File: src/rtl/fifo_rd_stream.sv
// fifo_rd_stream
//   Pulls words out of a FIFO with a one-cycle read latency and presents
//   them on a valid/ready stream through a two-entry skid buffer. Reads
//   are only issued when the word can be guaranteed a slot, so the buffer
//   never overflows and the stream can run at one word per cycle.
//
// Build option:
//   FIFO_RD_STREAM_STATS_EN - when defined, beat_cnt and stall_cnt count
//   transfers and stall cycles (both wrap at 16 bits). When undefined both
//   outputs are tied to zero.
//
// Ports:
//   clk         clock, rising edge
//   rst         asynchronous reset, active low
//   en          permits new FIFO reads
//   fifo_empty  FIFO empty flag
//   fifo_data   FIFO read data, valid the cycle after fifo_read
//   fifo_read   FIFO read strobe (combinational)
//   m_valid     downstream data valid
//   m_ready     downstream ready
//   m_data      downstream data (buffer head, zero when buffer empty)
//   beat_cnt    completed downstream transfers
//   stall_cnt   cycles with m_valid=1 and m_ready=0
//   dbg_state   buffer occupancy state (EMPTY=0, ONE=1, TWO=2)
//
// Handshake: a word transfers on every rising edge where m_valid and
// m_ready are both high. Once m_valid is raised it stays high and m_data
// stays constant until that transfer happens; m_valid never depends on
// m_ready.

module fifo_rd_stream #(
  parameter int D_W   = 32,
  parameter int DEPTH = 8
) (
  input  logic                  clk,
  input  logic                  rst,
  input  logic                  en,
  input  logic                  fifo_empty,
  input  logic signed [D_W-1:0] fifo_data,
  output logic                  fifo_read,
  output logic                  m_valid,
  input  logic                  m_ready,
  output logic signed [D_W-1:0] m_data,
  output logic [15:0]           beat_cnt,
  output logic [15:0]           stall_cnt,
  output logic [1:0]            dbg_state
);

  typedef enum logic [1:0] {
    EMPTY = 2'd0,
    ONE   = 2'd1,
    TWO   = 2'd2
  } buf_state_t;

  // A zero-depth FIFO can never supply a word; for any real FIFO this is 1.
  localparam logic DEPTH_OK = (DEPTH >= 1);

  buf_state_t           state_q, state_d;
  logic                 inflight_q;
  logic signed [D_W-1:0] head_q, tail_q;
  logic                 pop;
  logic                 capture;
  logic [2:0]           occ_after_pop;

  assign capture = inflight_q;
  assign m_valid = (state_q != EMPTY);
  assign pop     = m_valid & m_ready;
  assign m_data  = m_valid ? head_q : '0;
  assign dbg_state = state_q;

  // Occupancy counts words already buffered plus the one on its way; a pop
  // this cycle frees a slot, so it can be credited before issuing a read.
  // pop implies at least one buffered word, so this never underflows.
  assign occ_after_pop = {1'b0, state_q} + {2'b00, inflight_q} - {2'b00, pop};

  // rst gates the strobe so nothing is read while held in reset.
  assign fifo_read = rst & DEPTH_OK & en & ~fifo_empty & (occ_after_pop < 3'd2);

  // Occupancy state register
  always_ff @(posedge clk or negedge rst) begin
    if (!rst) begin
      state_q    <= EMPTY;
      inflight_q <= 1'b0;
    end else begin
      state_q    <= state_d;
      inflight_q <= fifo_read;
    end
  end

  // Next-state: capture and pop on the same edge cancel out.
  always_comb begin
    state_d = state_q;
    case (state_q)
      EMPTY: if (capture)          state_d = ONE;
      ONE: begin
        if (capture && !pop)       state_d = TWO;
        else if (pop && !capture)  state_d = EMPTY;
      end
      TWO:   if (pop && !capture)  state_d = ONE;
      default:                     state_d = EMPTY;
    endcase
  end

  // Buffer data path. head_q is always the oldest word. On a simultaneous
  // pop and capture the pop completes first, then the new word is appended.
  always_ff @(posedge clk or negedge rst) begin
    if (!rst) begin
      head_q <= '0;
      tail_q <= '0;
    end else begin
      case ({capture, pop})
        2'b10: begin
          if (state_q == EMPTY) head_q <= fifo_data;
          else                  tail_q <= fifo_data;
        end
        2'b01: begin
          // With one word left the stale tail moves up but is masked by m_valid.
          head_q <= tail_q;
        end
        2'b11: begin
          if (state_q == TWO) begin
            head_q <= tail_q;
            tail_q <= fifo_data;
          end else begin
            head_q <= fifo_data;
          end
        end
        default: begin
          head_q <= head_q;
          tail_q <= tail_q;
        end
      endcase
    end
  end

`ifdef FIFO_RD_STREAM_STATS_EN
  logic [15:0] beat_q, stall_q;

  // Both counters wrap naturally at 16 bits.
  always_ff @(posedge clk or negedge rst) begin
    if (!rst) begin
      beat_q  <= '0;
      stall_q <= '0;
    end else begin
      if (pop)                beat_q  <= beat_q + 16'd1;
      if (m_valid && !m_ready) stall_q <= stall_q + 16'd1;
    end
  end

  assign beat_cnt  = beat_q;
  assign stall_cnt = stall_q;
`else
  assign beat_cnt  = 16'd0;
  assign stall_cnt = 16'd0;
`endif

endmodule

File: config.mk
export PLATFORM = sky130hd
export DESIGN_NAME = fifo_rd_stream
export DESIGN_NICKNAME = d
export VERILOG_FILES = /design/src/rtl/fifo_rd_stream.sv
export SDC_FILE = /design/constraint.sdc
export NUM_CORES = 1
export LEC_CHECK = 0
export ABC_AREA = 1
export BUFFER_PORTS_ARGS = -buffer_cell sky130_fd_sc_hd__clkbuf_2
export CORE_UTILIZATION = 52
export DETAILED_ROUTE_END_ITERATION = 8
export GPL_TIMING_DRIVEN = 0
export MAX_ROUTING_LAYER = met4
export PLACE_DENSITY = 0.87
export RECOVER_POWER = 50
export SYNTH_ARGS = -nofsm -noshare
export SYNTH_HDL_FRONTEND = slang
export SYNTH_SLANG_ARGS = --single-unit
File: constraint.sdc
create_clock -name clk -period 3.5 [get_ports clk]
set_clock_uncertainty 0.1 [all_clocks]
set_input_delay 0.525 -clock clk [delete_from_list [all_inputs] [get_ports clk]]
set_output_delay 0.525 -clock clk [all_outputs]
set_load 0.02 [all_outputs]
* Word level (Yosys, flattened, before mapping)
Index checks and enable logic that the tools add are counted.
** Storage, ports and cells
- Bits of input ports :: 37
- Word-level logic and storage cells :: 46
- Output and inout bits :: 68
- Flip-flop bits (word level) :: 67
** Operators by class
- Multiplexer cells :: 12
- Reductions and logical operators :: 11
- Order comparisons :: 1
- $add $sub $neg :: 2
- Eq/ne operators :: 11
- Bitwise gates (word level) :: 5
** Operators by type and width (count)
- $mux W32 :: 5
- $pmux W32 S3 :: 1
- $pmux W32 S2 :: 1
- $ne A2 B2 Y1 const B :: 5
- $mux W2 :: 4
- $eq A2 B2 Y1 const B :: 3
- $pmux W2 S3 :: 1
- $reduce_and A3 Y1 :: 2
- $and A1 B1 Y1 :: 4
- $eq A2 B1 Y1 const B :: 2
- $reduce_bool A2 Y1 :: 2
- $add A2 B1 Y3 :: 1
- $lt A3 B2 Y1 const B :: 1
- $ne A3 B3 Y1 const B :: 1
- $reduce_bool A3 Y1 :: 1
- $sub A3 B1 Y3 :: 1
- $logic_and A1 B1 Y1 :: 2
- $logic_not A1 Y1 :: 2
- $logic_not A2 Y1 :: 1
- $reduce_and A2 Y1 :: 1
- $not A1 Y1 :: 1

* Depth between registers and ports, before layout
- Depth after elaboration :: 6
- Mapped depth :: 13
- Gate-level depth less buffers :: 11

* Least setup slack after synthesis
OpenSTA, ideal clock, no wires.
- Path type :: register to output
- Start :: register state_q[1] (netlist: dbg_state[1])
- End :: output port fifo_read
- Data required time :: 2.875 ns
- Stages on the path, launching flop included :: 11
- Setup slack :: 0.276 ns
- Path buffers :: 1
- Arrival time :: 2.599 ns
- Cells stage by stage :: dfrtp_1 > buf_4 > nor2_8 > inv_1 > nand2_1 > inv_1 > ha_1 > or2_2 > fa_1 > nand4_1 > nor2_1
** Between the ends
- Word-level cells in the longest chain between the ends :: 5
- Elaborated cells on any way between the ends :: 6
- Those cells by class :: add/sub (2); order compare (1); bitwise (2); reduce/logical (1)
** Ends and longest elaborated chain
- start: declaration :: RTL line 58 : buf_state_t state_q, state_d;
- start signal: assignment :: RTL line 85 : state_q <= state_d;
- $reduce_bool A2 Y1 :: RTL line 66 : assign m_valid = (state_q != EMPTY);
- named net m_valid :: RTL line 41 : output logic m_valid,
- $and A1 B1 Y1 :: RTL line 67 : assign pop = m_valid & m_ready;
- $sub A3 B1 Y3 :: RTL line 74 : assign occ_after_pop = {1'b0, state_q} + {2'b00, inflight_q} - {2'b00, pop};
- $lt A3 B2 Y1 :: RTL line 77 : assign fifo_read = rst & DEPTH_OK & en & ~fifo_empty & (occ_after_pop < 3'd2);
- $and A1 B1 Y1 :: RTL line 77
- end: declaration :: RTL line 40 : output logic fifo_read,
The timed path passes the listed nets, and every way through them passes these cells.

* Worst setup path after layout
- Start :: register state_q[1] (netlist: dbg_state[1])
- End :: output port fifo_read
** Between the ends
- Word-level cells in the longest chain between the ends :: 5
- Elaborated cells on any way between the ends :: 6
- Those cells by class :: add/sub (2); order compare (1); bitwise (2); reduce/logical (1)
** Ends and longest elaborated chain (RTL line)
- parallel branches: the longest is 2 deep, another holds $add A2 B1 Y3
- $sub A3 B1 Y3 * :: 74
- $lt A3 B2 Y1 * :: 77
- $and A1 B1 Y1 * :: 77
Mark *: on every way between the ends.

==> out/summary.json <==
{
  "setup_violations": 0,
  "switching_share": 0.419,
  "grt_overflow": 0,
  "cp_data_required_time_ns": 2.87,
  "detailedRoute.firstIterationViolations": 208,
  "slew_hr": 0.202,
  "clk_root_buffer_cell": "sky130_fd_sc_hd__clkbuf_8",
  "placed_cells_incl_taps": 709,
  "final-hold-violation-count": 0,
  "power_density_nw_per_um2": 831,
  "postLayoutCoreUtil": 0.669,
  "fin_setup_tns_ns": 0,
  "post_drt_via_cell_ratio": 4.62,
  "timing.final.crit_period_ns": 3.28,
  "port_buffers": 72,
  "synth.distinct_cells": 25,
  "wire_per_inst_um": 11.4,
  "fin_nets": 668,
  "grt_start_max_net_pins": 63,
  "combinational_family_with_the_most_area_after_synthesis": "simple AND/OR/NAND/NOR gates",
  "synth_simple_gate_area_share": 0.296,
  "power.switching_mw": 1.59,
  "core_region_area_um2": 6830,
  "post-route-cell-area_um2": 4570,
  "worst_path_max_delay_cell": "sky130_fd_sc_hd__fa_1",
  "synth.cell_area_um2": 3700,
  "slew_violations": 0,
  "max_cap_violations": 0,
  "antenna_found_initial": 0,
  "worst_path_largest_cell_delay_ns": 0.49,
  "synth.yosys.seq_area_share": 0.453,
  "sequential_cell_fraction_of_total_power": 0.362,
  "synth-xor-area-share": 0.00236,
  "p_leak_nw": 2.68,
  "clkSinkCount": 67,
  "antenna_fix_cells": 0,
  "worst_hold_slack_after_final_layout_ns": 0.304,
  "number_of_global_route_vias_before_repair": 3141,
  "cts-buffers-inserted": 9,
  "io_pins": 105,
  "postSynthCellCount": 509,
  "power.total_mw": 3.80,
  "worstSkewPairLatency_ns": 0.35,
  "tritoncts": "yes",
  "synthToLayoutAreaGrowth_pct": 23.4,
  "cts-root-to-sink-buffers": 2,
  "area_enclosed_by_the_die_boundary_um2": 7470,
  "gp_congestion": 0.817,
  "drt_pass_1_iters": 4,
  "num_rows": 30,
  "finalWirelength_mm": 8.31,
  "ys_seq_elements": 67,
  "critical_path_class": "register to output pin",
  "dpl_worst_slack_ns": 0.285,
  "internal_power_mw": 2.21,
  "rrSetupSlack_ns": 0.57,
  "final_cells": 728,
  "rsz0062_at_grt": "no",
  "arrival_ns": 2.66,
  "die_width_um": 86.4,
  "outcome": "finished, final reports clean",
  "hpwl_mm": 5.87,
  "vdd_ir_drop_max_mv": 0.437,
  "crit_path_end_kind": "output pin",
  "clk_pin_slew_worst_paths_ns": 0.07,
  "dieHeight_um": 86.4,
  "fraction_of_final_layout_cells_sized_beyond_drive_strength_1": 0.225,
  "ant_nets": 0,
  "synth-warning-count": 0,
  "worst_min_delay_path_class": "primary input to register",
  "finalWorstSetupSlack_ns": 0.216,
  "synthAdderAreaFrac": 0.0155,
  "synthesis.area_per_instance_um2": 7.28,
  "wire_length_of_the_first_global_routing_pass_mm": 14.0,
  "starting_density": 0.542,
  "synth.area.mux_share": 0,
  "clockPowerShare": 0.196,
  "grtUsageTotal": 0.253,
  "synth-compound-area-share": 0.0527,
  "crit_path_max_fanout": 5,
  "post-route-drc-count": 0,
  "h-tree-depth": 3,
  "start_kind": "register",
  "comb_power_share": 0.442,
  "worst_slew_pin_slew_ns": 1.18,
  "detailroute.via_count": 3361,
  "placed_cell_area_um2": 4330,
  "fmaxAchievable_mhz": 305,
  "path_cells": "buf_6 -> nor2_8 -> inv_1 -> nand2_1 -> inv_1 -> ha_1 -> or2_2 -> fa_1 -> nand4_1 -> nor2_2 -> buf_6",
  "layout_worst_path_cycle_share": 0.938
}
==> logic make-up (layout without fill, tap and decap cells) <==
family                     count (synthesis)  count (layout)
AOI/OAI and AO/OA                         36              36
xor gates and xnor gates                   1               1
adders and majority gates                  4               4
buffers and inverters                    130             222
DFF                                       67              67
other                                      1              32
and+or+nand+nor                          270             270
==> flip-flops by register name, summed over array words and instances, names as in the netlist <==
signal and flops:
tail_q 32, dbg_state 2, head_q 32, capture 1
==> power by group through the flow <==
stage	Combinational [mW]	Clock, mW	Sequential (mW)
floorplan	1.25	0	1.34
global placement	1.63	0	1.36
detailed placement	1.68	0	1.38
CTS	1.71	0.746	1.37
global route	1.93	0.781	1.41
finish	1.68	0.745	1.38
==> critical path: cells and delay by family (launching register included) <==
| family | cells | cell delay (ns) |
|---|---|---|
| adders and majority gates | 2 | 0.77 |
| and+or+nand+nor | 5 | 0.71 |
| DFF | 1 | 0.41 |
| buffers and inverters | 4 | 0.40 |
==> area by class of cell <==
type,count,area (um^2)
multi-input cells,343,1470
well taps,96,120
clock inverters,4,72.6
plain buffers,57,393
flip-flops and latches,67,1680
inverters,73,274
clock buffers,12,155
fillers,619,2260
repair buffers,76,412
==> path summary, 6_finish.rpt <==
path	cells after the start	endpoint	start
setup reg to reg	12	tail_q[10]$_DFFE_PN0P_	dbg_state[1]$_DFFE_PN0P_
hold / removal	3	tail_q[17]$_DFFE_PN0P_	fifo_data[17]
min in group asynchronous	2	head_q[22]$_DFFE_PN0P_	rst
max in group asynchronous	3	tail_q[13]$_DFFE_PN0P_	rst
hold reg to reg	2	head_q[24]$_DFFE_PN0P_	head_q[24]$_DFFE_PN0P_
setup / recovery	11	fifo_read	dbg_state[1]$_DFFE_PN0P_
==> Yosys cell counts (all sizes together) <==
cell type | number | area, um^2
a21oi | 1 | 5.00
nand2 | 199 | 752
conb | 1 | 3.75
nor2 | 35 | 148
or2 | 1 | 6.26
ha | 3 | 37.5
inv | 73 | 274
buf | 56 | 390
xor2 | 1 | 8.76
nand4 | 1 | 6.26
nand3 | 34 | 183
dfrtp | 67 | 1680
clkbuf | 1 | 3.75
fa | 1 | 20.0
o21ai | 35 | 190
==> layer usage <==
layer	GRT usage	routed length, um	vias up
li1	-	-	1685
met1	0.325	3730	1544
met2	0.387	3920	119
met3	0.0457	494	13
met4	0.130	161	0
met5	-	0	-
==> what timing repair did <==
item / CTS / global route
endpoints found under the setup margin: 1 / 1
gates resized for setup: 1 / 4
pin swaps: 1 / 2
hold endpoints to repair: 6 / 0
buffers inserted: 1 / 1
hold buffers: 1 / 0
==> placed cells by master, fill, tap and decap left out, drive strengths merged, types with 2 or more instances in the layout <==
| cell type | n |
|---|---|
| dfrtp | 67 |
| clkbuf | 86 |
| inv | 73 |
| nand2 | 199 |
| nor2 | 35 |
| nand3 | 34 |
| o21ai | 35 |
| conb | 32 |
| bufinv | 2 |
| buf | 58 |
| ha | 3 |
No activity file was read; power rests on OpenSTA's default activity.
